## src/rtl/uart_rx_oversampled.sv

```systemverilog
// 8N1 UART receiver, 3-sample majority vote per bit at OVERSAMPLE x baud, byte buffer with DataReady/ReadAck.
// DataReady rises 9*OVERSAMPLE+MID+2 edges after IDLE sees the start edge; an unread byte blocks new stores (Overrun).
module uart_rx_oversampled #(
  parameter int OVERSAMPLE = 16,
  parameter int CNT_W      = 4
) (
  input  logic       BitClk,
  input  logic       Reset,
  input  logic       SerialIn,
  input  logic       ReadAck,
  output logic [0:7] DataOut,
  output logic       DataReady,
  output logic       FramingErr,
  output logic       Overrun,
  output logic       RxBusy
);

  localparam logic [1:0] S_IDLE  = 2'd0;
  localparam logic [1:0] S_START = 2'd1;
  localparam logic [1:0] S_DATA  = 2'd2;
  localparam logic [1:0] S_STOP  = 2'd3;

  localparam logic [CNT_W-1:0] C_MID_M1 = CNT_W'(OVERSAMPLE / 2 - 1);
  localparam logic [CNT_W-1:0] C_MID    = CNT_W'(OVERSAMPLE / 2);
  localparam logic [CNT_W-1:0] C_MID_P1 = CNT_W'(OVERSAMPLE / 2 + 1);
  localparam logic [CNT_W-1:0] C_LAST   = CNT_W'(OVERSAMPLE - 1);

  logic             r_sync1;
  logic             r_sync2;
  logic [1:0]       r_state;
  logic [CNT_W-1:0] r_cnt;
  logic [2:0]       r_bitn;
  logic [0:7]       r_shift;
  logic             r_vote_a;
  logic             r_vote_b;
  logic             r_armed;
  logic [0:7]       r_data;
  logic             r_ready;
  logic             r_ferr;
  logic             r_ovr;

  logic w_rx;
  logic w_vote;
  logic w_vote_now;
  logic w_bit_end;
  logic w_stop_vote;

  assign w_rx        = r_sync2;
  assign w_vote      = (r_vote_a & r_vote_b) | (r_vote_a & w_rx) | (r_vote_b & w_rx);
  assign w_vote_now  = (r_cnt == C_MID_P1);
  assign w_bit_end   = (r_cnt == C_LAST);
  assign w_stop_vote = (r_state == S_STOP) && w_vote_now;

  // Idle-high reset value keeps the line from looking like a start bit.
  always_ff @(posedge BitClk or posedge Reset) begin
    if (Reset) begin
      r_sync1 <= 1'b1;
      r_sync2 <= 1'b1;
    end else begin
      r_sync1 <= SerialIn;
      r_sync2 <= r_sync1;
    end
  end

  always_ff @(posedge BitClk or posedge Reset) begin
    if (Reset) begin
      r_vote_a <= 1'b0;
      r_vote_b <= 1'b0;
    end else begin
      if (r_cnt == C_MID_M1) r_vote_a <= w_rx;
      if (r_cnt == C_MID)    r_vote_b <= w_rx;
    end
  end

  always_ff @(posedge BitClk or posedge Reset) begin
    if (Reset) begin
      r_state <= S_IDLE;
      r_cnt   <= '0;
      r_bitn  <= '0;
      r_shift <= '0;
      r_armed <= 1'b1;
    end else begin
      case (r_state)
        S_IDLE: begin
          r_cnt <= '0;
          if (w_rx) begin
            r_armed <= 1'b1;
          end else if (r_armed) begin
            r_state <= S_START;
          end
        end
        S_START: begin
          r_cnt <= r_cnt + CNT_W'(1);
          if (w_vote_now && w_vote) begin
            r_state <= S_IDLE;
            r_cnt   <= '0;
          end else if (w_bit_end) begin
            r_state <= S_DATA;
            r_cnt   <= '0;
            r_bitn  <= '0;
          end
        end
        S_DATA: begin
          r_cnt <= r_cnt + CNT_W'(1);
          if (w_vote_now) r_shift[r_bitn] <= w_vote;
          if (w_bit_end) begin
            r_cnt <= '0;
            if (r_bitn == 3'd7) r_state <= S_STOP;
            else                r_bitn  <= r_bitn + 3'd1;
          end
        end
        default: begin
          r_cnt <= r_cnt + CNT_W'(1);
          // Leave at the stop-bit vote so a back-to-back start edge is never missed.
          if (w_vote_now) begin
            r_state <= S_IDLE;
            r_cnt   <= '0;
            if (!w_vote) r_armed <= 1'b0;
          end
        end
      endcase
    end
  end

  always_ff @(posedge BitClk or posedge Reset) begin
    if (Reset) begin
      r_data  <= '0;
      r_ready <= 1'b0;
      r_ferr  <= 1'b0;
      r_ovr   <= 1'b0;
    end else begin
      if (ReadAck && r_ready) begin
        r_ready <= 1'b0;
        r_ferr  <= 1'b0;
        r_ovr   <= 1'b0;
      end else if (ReadAck) begin
        r_ferr <= 1'b0;
      end
      // A store in the same cycle as ReadAck overrides the clear.
      if (w_stop_vote) begin
        if (w_vote) begin
          if (!r_ready || ReadAck) begin
            r_data  <= r_shift;
            r_ready <= 1'b1;
          end else begin
            r_ovr <= 1'b1;
          end
        end else begin
          r_ferr <= 1'b1;
        end
      end
    end
  end

  assign DataOut    = r_data;
  assign DataReady  = r_ready;
  assign FramingErr = r_ferr;
  assign Overrun    = r_ovr;
  assign RxBusy     = (r_state != S_IDLE);

endmodule

```

## config.mk

```make
export PLATFORM = sky130hd
export DESIGN_NAME = uart_rx_oversampled
export DESIGN_NICKNAME = d
export VERILOG_FILES = /design/src/rtl/uart_rx_oversampled.sv
export SDC_FILE = /design/constraint.sdc
export NUM_CORES = 1
export LEC_CHECK = 0
export CAP_MARGIN = 20
export CELL_PAD_IN_SITES_DETAIL_PLACEMENT = 1
export CELL_PAD_IN_SITES_GLOBAL_PLACEMENT = 1
export CORE_MARGIN = 8
export CORE_UTILIZATION = 44
export DETAILED_ROUTE_END_ITERATION = 16
export GPL_TIMING_DRIVEN = 0
export PLACE_DENSITY_LB_ADDON = 0.1
export SYNTH_ARGS = -nofsm -noshare
export SYNTH_HDL_FRONTEND = slang
export SYNTH_SLANG_ARGS = --single-unit
```

## constraint.sdc

```tcl
create_clock -name BitClk -period 2.7 [get_ports BitClk]
set_input_delay 0.54 -clock BitClk [delete_from_list [all_inputs] [get_ports BitClk]]
set_output_delay 0.54 -clock BitClk [all_outputs]
set_load 0.05 [all_outputs]
```

[Yosys cells after proc, flatten, opt, wreduce, memory -nomap -nowiden]
Cells that the tools add are included.
Cells by class
  equal/unequal tests: 18
  $add $sub $neg: 2
  mux-type cells: 36
  reductions and logical operators: 17
  order comparisons: 2
  bitwise logic cells: 7
Operators with widths (number)
  2-to-1 mux 1 bit: 16
  != test 2 bit, second input constant: 8
  2-to-1 mux 2 bit: 7
  == test 4 bit, second input constant: 3
  2-to-1 mux 3 bit: 4
  2-to-1 mux 4 bit: 3
  case mux 4 bit (3 select lines): 1
  bitwise mux 8 bit: 1
  case mux 2 bit (3 select lines): 1
  case mux 3 bit (2 select lines): 1
  AND reduction 6 bit: 1
  nonzero test 2 bit: 3
  AND reduction 5 bit: 1
  adder 4 x 1 -> 4 bit, second input constant: 1
  == test 2 bit, second input constant: 2
  == test 4 x 3 -> 1 bit, second input constant: 1
  greater-or-equal comparator 4 bit, second input constant: 1
  logical AND 1 bit: 4
  < comparator 4 x 1 -> 1 bit, second input constant: 1
  inverter 3 -> 4 bit: 1
  AND reduction 4 bit: 1
  nonzero test 4 bit: 1
  adder 3 x 1 -> 3 bit, second input constant: 1
  bitwise AND 1 bit: 3
  14 further kinds: 15
Storage, ports and cells
  word-level logic and storage cells: 95
  output and inout port bits: 12
  register bits after elaboration: 33
  input port bits: 4

[Depth between registers and ports, before layout]
  depth after elaboration: 6
  gate-level depth with buffers: 7
  depth with buffers taken out: 6

[Least setup slack after synthesis]
No wires, ideal clock.
  path type: register -> register
  start: register r_state[0]
  end: register r_shift[4] in the netlist's numbering
  clock period less this slack: 1.880 ns
  path slack: 0.820 ns
  arrival time: 1.752 ns
  cell stages (with the launch flop): 8
  path through: dfrtp_1 > inv_1 > ha_1 > clkbuf_2 > inv_2 > or3_1 > nor3b_2 > mux2_1
Between the ends
  longest elaborated chain between the ends: 2
Ends and longest elaborated chain
  start, declared: line 30  | logic [1:0] r_state;
  start signal, assigned: line 77  | r_state <= S_IDLE;
  start signal, assigned: line 89  | r_state <= S_START;
  start signal, assigned: line 95  | r_state <= S_IDLE;
  == test 2 bit: line 83  | case (r_state)
  AND reduction 2 bit (no line)
  end signal, assigned by index: line 105  | if (w_vote_now) r_shift[r_bitn] <= w_vote;
  end, declared: line 33  | logic [0:7] r_shift;
No other way between the ends.
A chain may end at the register's enable or synchronous reset.

[Final worst setup path]
  start: register r_state[1]
  end: output RxBusy
Between the ends
  longest elaborated chain between the ends: 1
Ends and longest elaborated chain
  nonzero test 2 bit: line 159  | assign RxBusy = (r_state != S_IDLE);
  end, declared: line 15  | output logic RxBusy
No other way between the ends.

==> reports/qor.yml <==
clock_tree:
  clk_pin_slew_ns: 0.10
  cts_tree: "yes"
  hold_buffers: 0
  clock_path_buffers: 2
  htree_num_levels: 2
  clockRootBuffer: "clkbuf_4"
  cts_setup_buffers: 0
  cts.sinks: 33
  cts_buffers: 5
  post_cts_resized: 0
  clk_latency_ns: 0.33
sta:
  rsz0062_at_grt: "no"
  final-setup-viol-count: 0
  hold_viol_final: 0
  worst_slew_pin_slew_ns: 0.507
  fmax_ghz: 0.391
  fin_setup_tns_ns: 0
  fin_crit_ns: 2.56
  fin_skew_ns: 0.00711
  slew_headroom_pct: 66.1
  post-route-period-util_pct: 94.7
  slew_violations: 0
route:
  vias: 1073
  wl_um: 3200
  firstDrtPassIters: 4
  viasPerCell: 5.23
  route.detailed.drc: 0
  drt-wirelength-per-cell_um: 15.6
  drt_iter0_markers: 23
  ant_nets: 0
floorplan:
  row_count: 21
  dieArea_um2: 5740
  start_util_pct: 46.4
  fp.dieW_um: 75.8
  core_um2: 3390
  die_h_um: 75.8
  boundaryPins: 16
outcome:
  outcome: "finished, final reports clean"
pwr:
  cellPowerDensity_nw_per_um2: 725
  vdd_drop_max_mv: 0.410
  p_leak_nw: 0.904
  total_power_mw: 1.37
final_layout:
  area_growth_pct: 20.4
  final_util_pct: 55.9
  fill_cells: 370
  multi_input_area_um2: 687
  nets: 171
  final_common_cell: "dfrtp_1"
  diodes: 0
  ff_latch_area_um2: 830
  layout_common_cells: "30 x dfrtp_1, 16 x mux2_2, 15 x clkdlybuf4s50_1"
  drive_above_1_share_pct: 22.0
synthesis:
  synthAdderAreaFrac_pct: 7.80
  yosys.area_share.simple_pct: 13.8
  synth_nets: 148
  yosysWarnings: 0
  synth.avg_cell_area_um2: 11.7
  ys_ff_latch: 33
  syn_area_um2: 1570
  muxShareOfSynthArea_pct: 13.5
  ys_types: 37
  synth_compound_area_share_pct: 7.40
  synthCells: 135
  ys_seq_area_share_pct: 52.7
  synth_top_family_by_area: "simple AND/OR/NAND/NOR gates"
  synth-xor-area-share_pct: 1.11
setup_path:
  cp_max_fo: 5
  worstPathRequired_ns: 2.16
  endpoint_kind: "output port"
  cp.arrival_ns: 2.02
  critPathKind: "reg -> out"
  cp-start-kind: "register"
global_routing:
  first_global_vias: 1200
  grt_remaining_overflow: 0
  grt_pass1_wl_um: 5740
  grt_use_total_pct: 13.6
  antenna_found_initial: 0
  grt_start_max_net_pins: 26
placed_design:
  globalplace.congestion: 0.763
  portBuffers: 15
  hpwl_um: 2380
flow_run:
  max-cap-violations: 0
hold_path:
  hold_path.class: "reg -> reg"
## synthesized netlist by cell type
master / count / area share (%)
a211o_1: 2 / 1.1
o41ai_1: 1 / 0.56
nand2_2: 1 / 0.40
nor4b_1: 1 / 0.56
xor2_1: 1 / 0.56
xnor2_1: 1 / 0.56
nand3_1: 4 / 1.3
mux2_1: 2 / 1.4
a311oi_1: 1 / 0.56
mux2_2: 16 / 11
a21oi_1: 5 / 1.6
maj3_1: 1 / 0.64
nor2b_1: 1 / 0.40
or3_1: 1 / 0.40
nand2b_1: 1 / 0.40
buf_2: 2 / 0.64
nor3b_2: 2 / 1.6
nand2_1: 10 / 2.4
o22ai_1: 2 / 0.80
dfrtp_1: 30 / 48
and3b_2: 1 / 0.64
dfstp_2: 3 / 5.0
o21ai_0: 2 / 0.64
mux2i_1: 1 / 0.64
inv_2: 1 / 0.24
a311o_1: 1 / 0.64
o221ai_1: 1 / 0.56
nor2_1: 10 / 2.4
nand3b_1: 4 / 1.9
o31ai_1: 1 / 0.48
and3_1: 3 / 1.2
inv_1: 9 / 2.1
clkbuf_1: 1 / 0.24
ha_1: 9 / 7.2
o21bai_1: 1 / 0.48
clkbuf_2: 1 / 0.32
nor3_1: 1 / 0.32
## stage by stage
stage | cell area [µm²] | std cells | worst slack [ns] | hold WS (ns)
final | 1890 | 205 | 0.142 | 0.353
after global routing | 1890 | 205 | 0.0385 | 0.358
after CTS | 1890 | 205 | 0.115 | 0.354
after detailed placement | 1810 | 197 | 0.491 | 0.347
after global placement | 1780 | 196 | 0.542 | 0.346
after floorplan | 1570 | 135 | 0.820 | 0.345
## critical path: stages, from the launching register on
cell	delay (ns)
dfrtp_1	0.44
inv_1	0.11
ha_1	0.21
inv_1	0.11
clkdlybuf4s50_1	0.82
## registers in the layout, summed over array words and instances, names as in the netlist, 2 cells and up
name and count:
r_shift 8, r_cnt 4, DataOut 8, r_bitn 3, r_state 2
## final cells by class
| cell class | instances | area share (%) |
|---|---|---|
| clock buffer | 7 | 2.91 |
| inverter | 10 | 1.98 |
| clock inverter | 1 | 1.59 |
| sequential | 33 | 43.8 |
| buffer | 4 | 0.991 |
| timing repair buffer | 16 | 9.39 |
| multi-input combinational | 88 | 36.3 |
| tap | 46 | 3.04 |
## routing by layer
layer  part of all wire [%]  vias up  routed length [µm]  GRT usage [%]
li1                       -      512                   -              -
met1                     42      535                1340           14.3
met2                     52       18                1660           24.1
met3                    4.5        8                 144           3.82
met4                    2.1        0                  68           6.40
met5                      0        -                   0              0
## kinds of logic after synthesis
family,after synthesis
and+or+nand+nor,40
adders and majority gates,10
muxes,19
xor gates and xnor gates,2
AOI/OAI and AO/OA,17
DFF,33
buffers and inverters,14
## final timing paths
path / startpoint / endpoint / slack, ns / cells after the start
max: r_state[1] / RxBusy / 0.14 / 4
min: r_sync1 / r_sync2 / 0.35 / 0
max reg2reg: r_state[0] / r_shift[4] / 0.64 / 7
min reg2reg: r_sync1 / r_sync2 / 0.35 / 0
max in group asynchronous: Reset / r_sync1 / 1.63 / 3
min in group asynchronous: Reset / r_cnt[2] / 0.52 / 2
## report_power, final
| group | leakage (nW) | total, mW | switching (mW) | internal [mW] |
|---|---|---|---|---|
| clock | 0.0455 | 0.386 | 0.165 | 0.221 |
| combinational | 0.415 | 0.383 | 0.230 | 0.153 |
| sequential | 0.444 | 0.604 | 0.0522 | 0.551 |
| total | 0.904 | 1.37 | 0.447 | 0.926 |
Power figures use the tool's default switching activity.
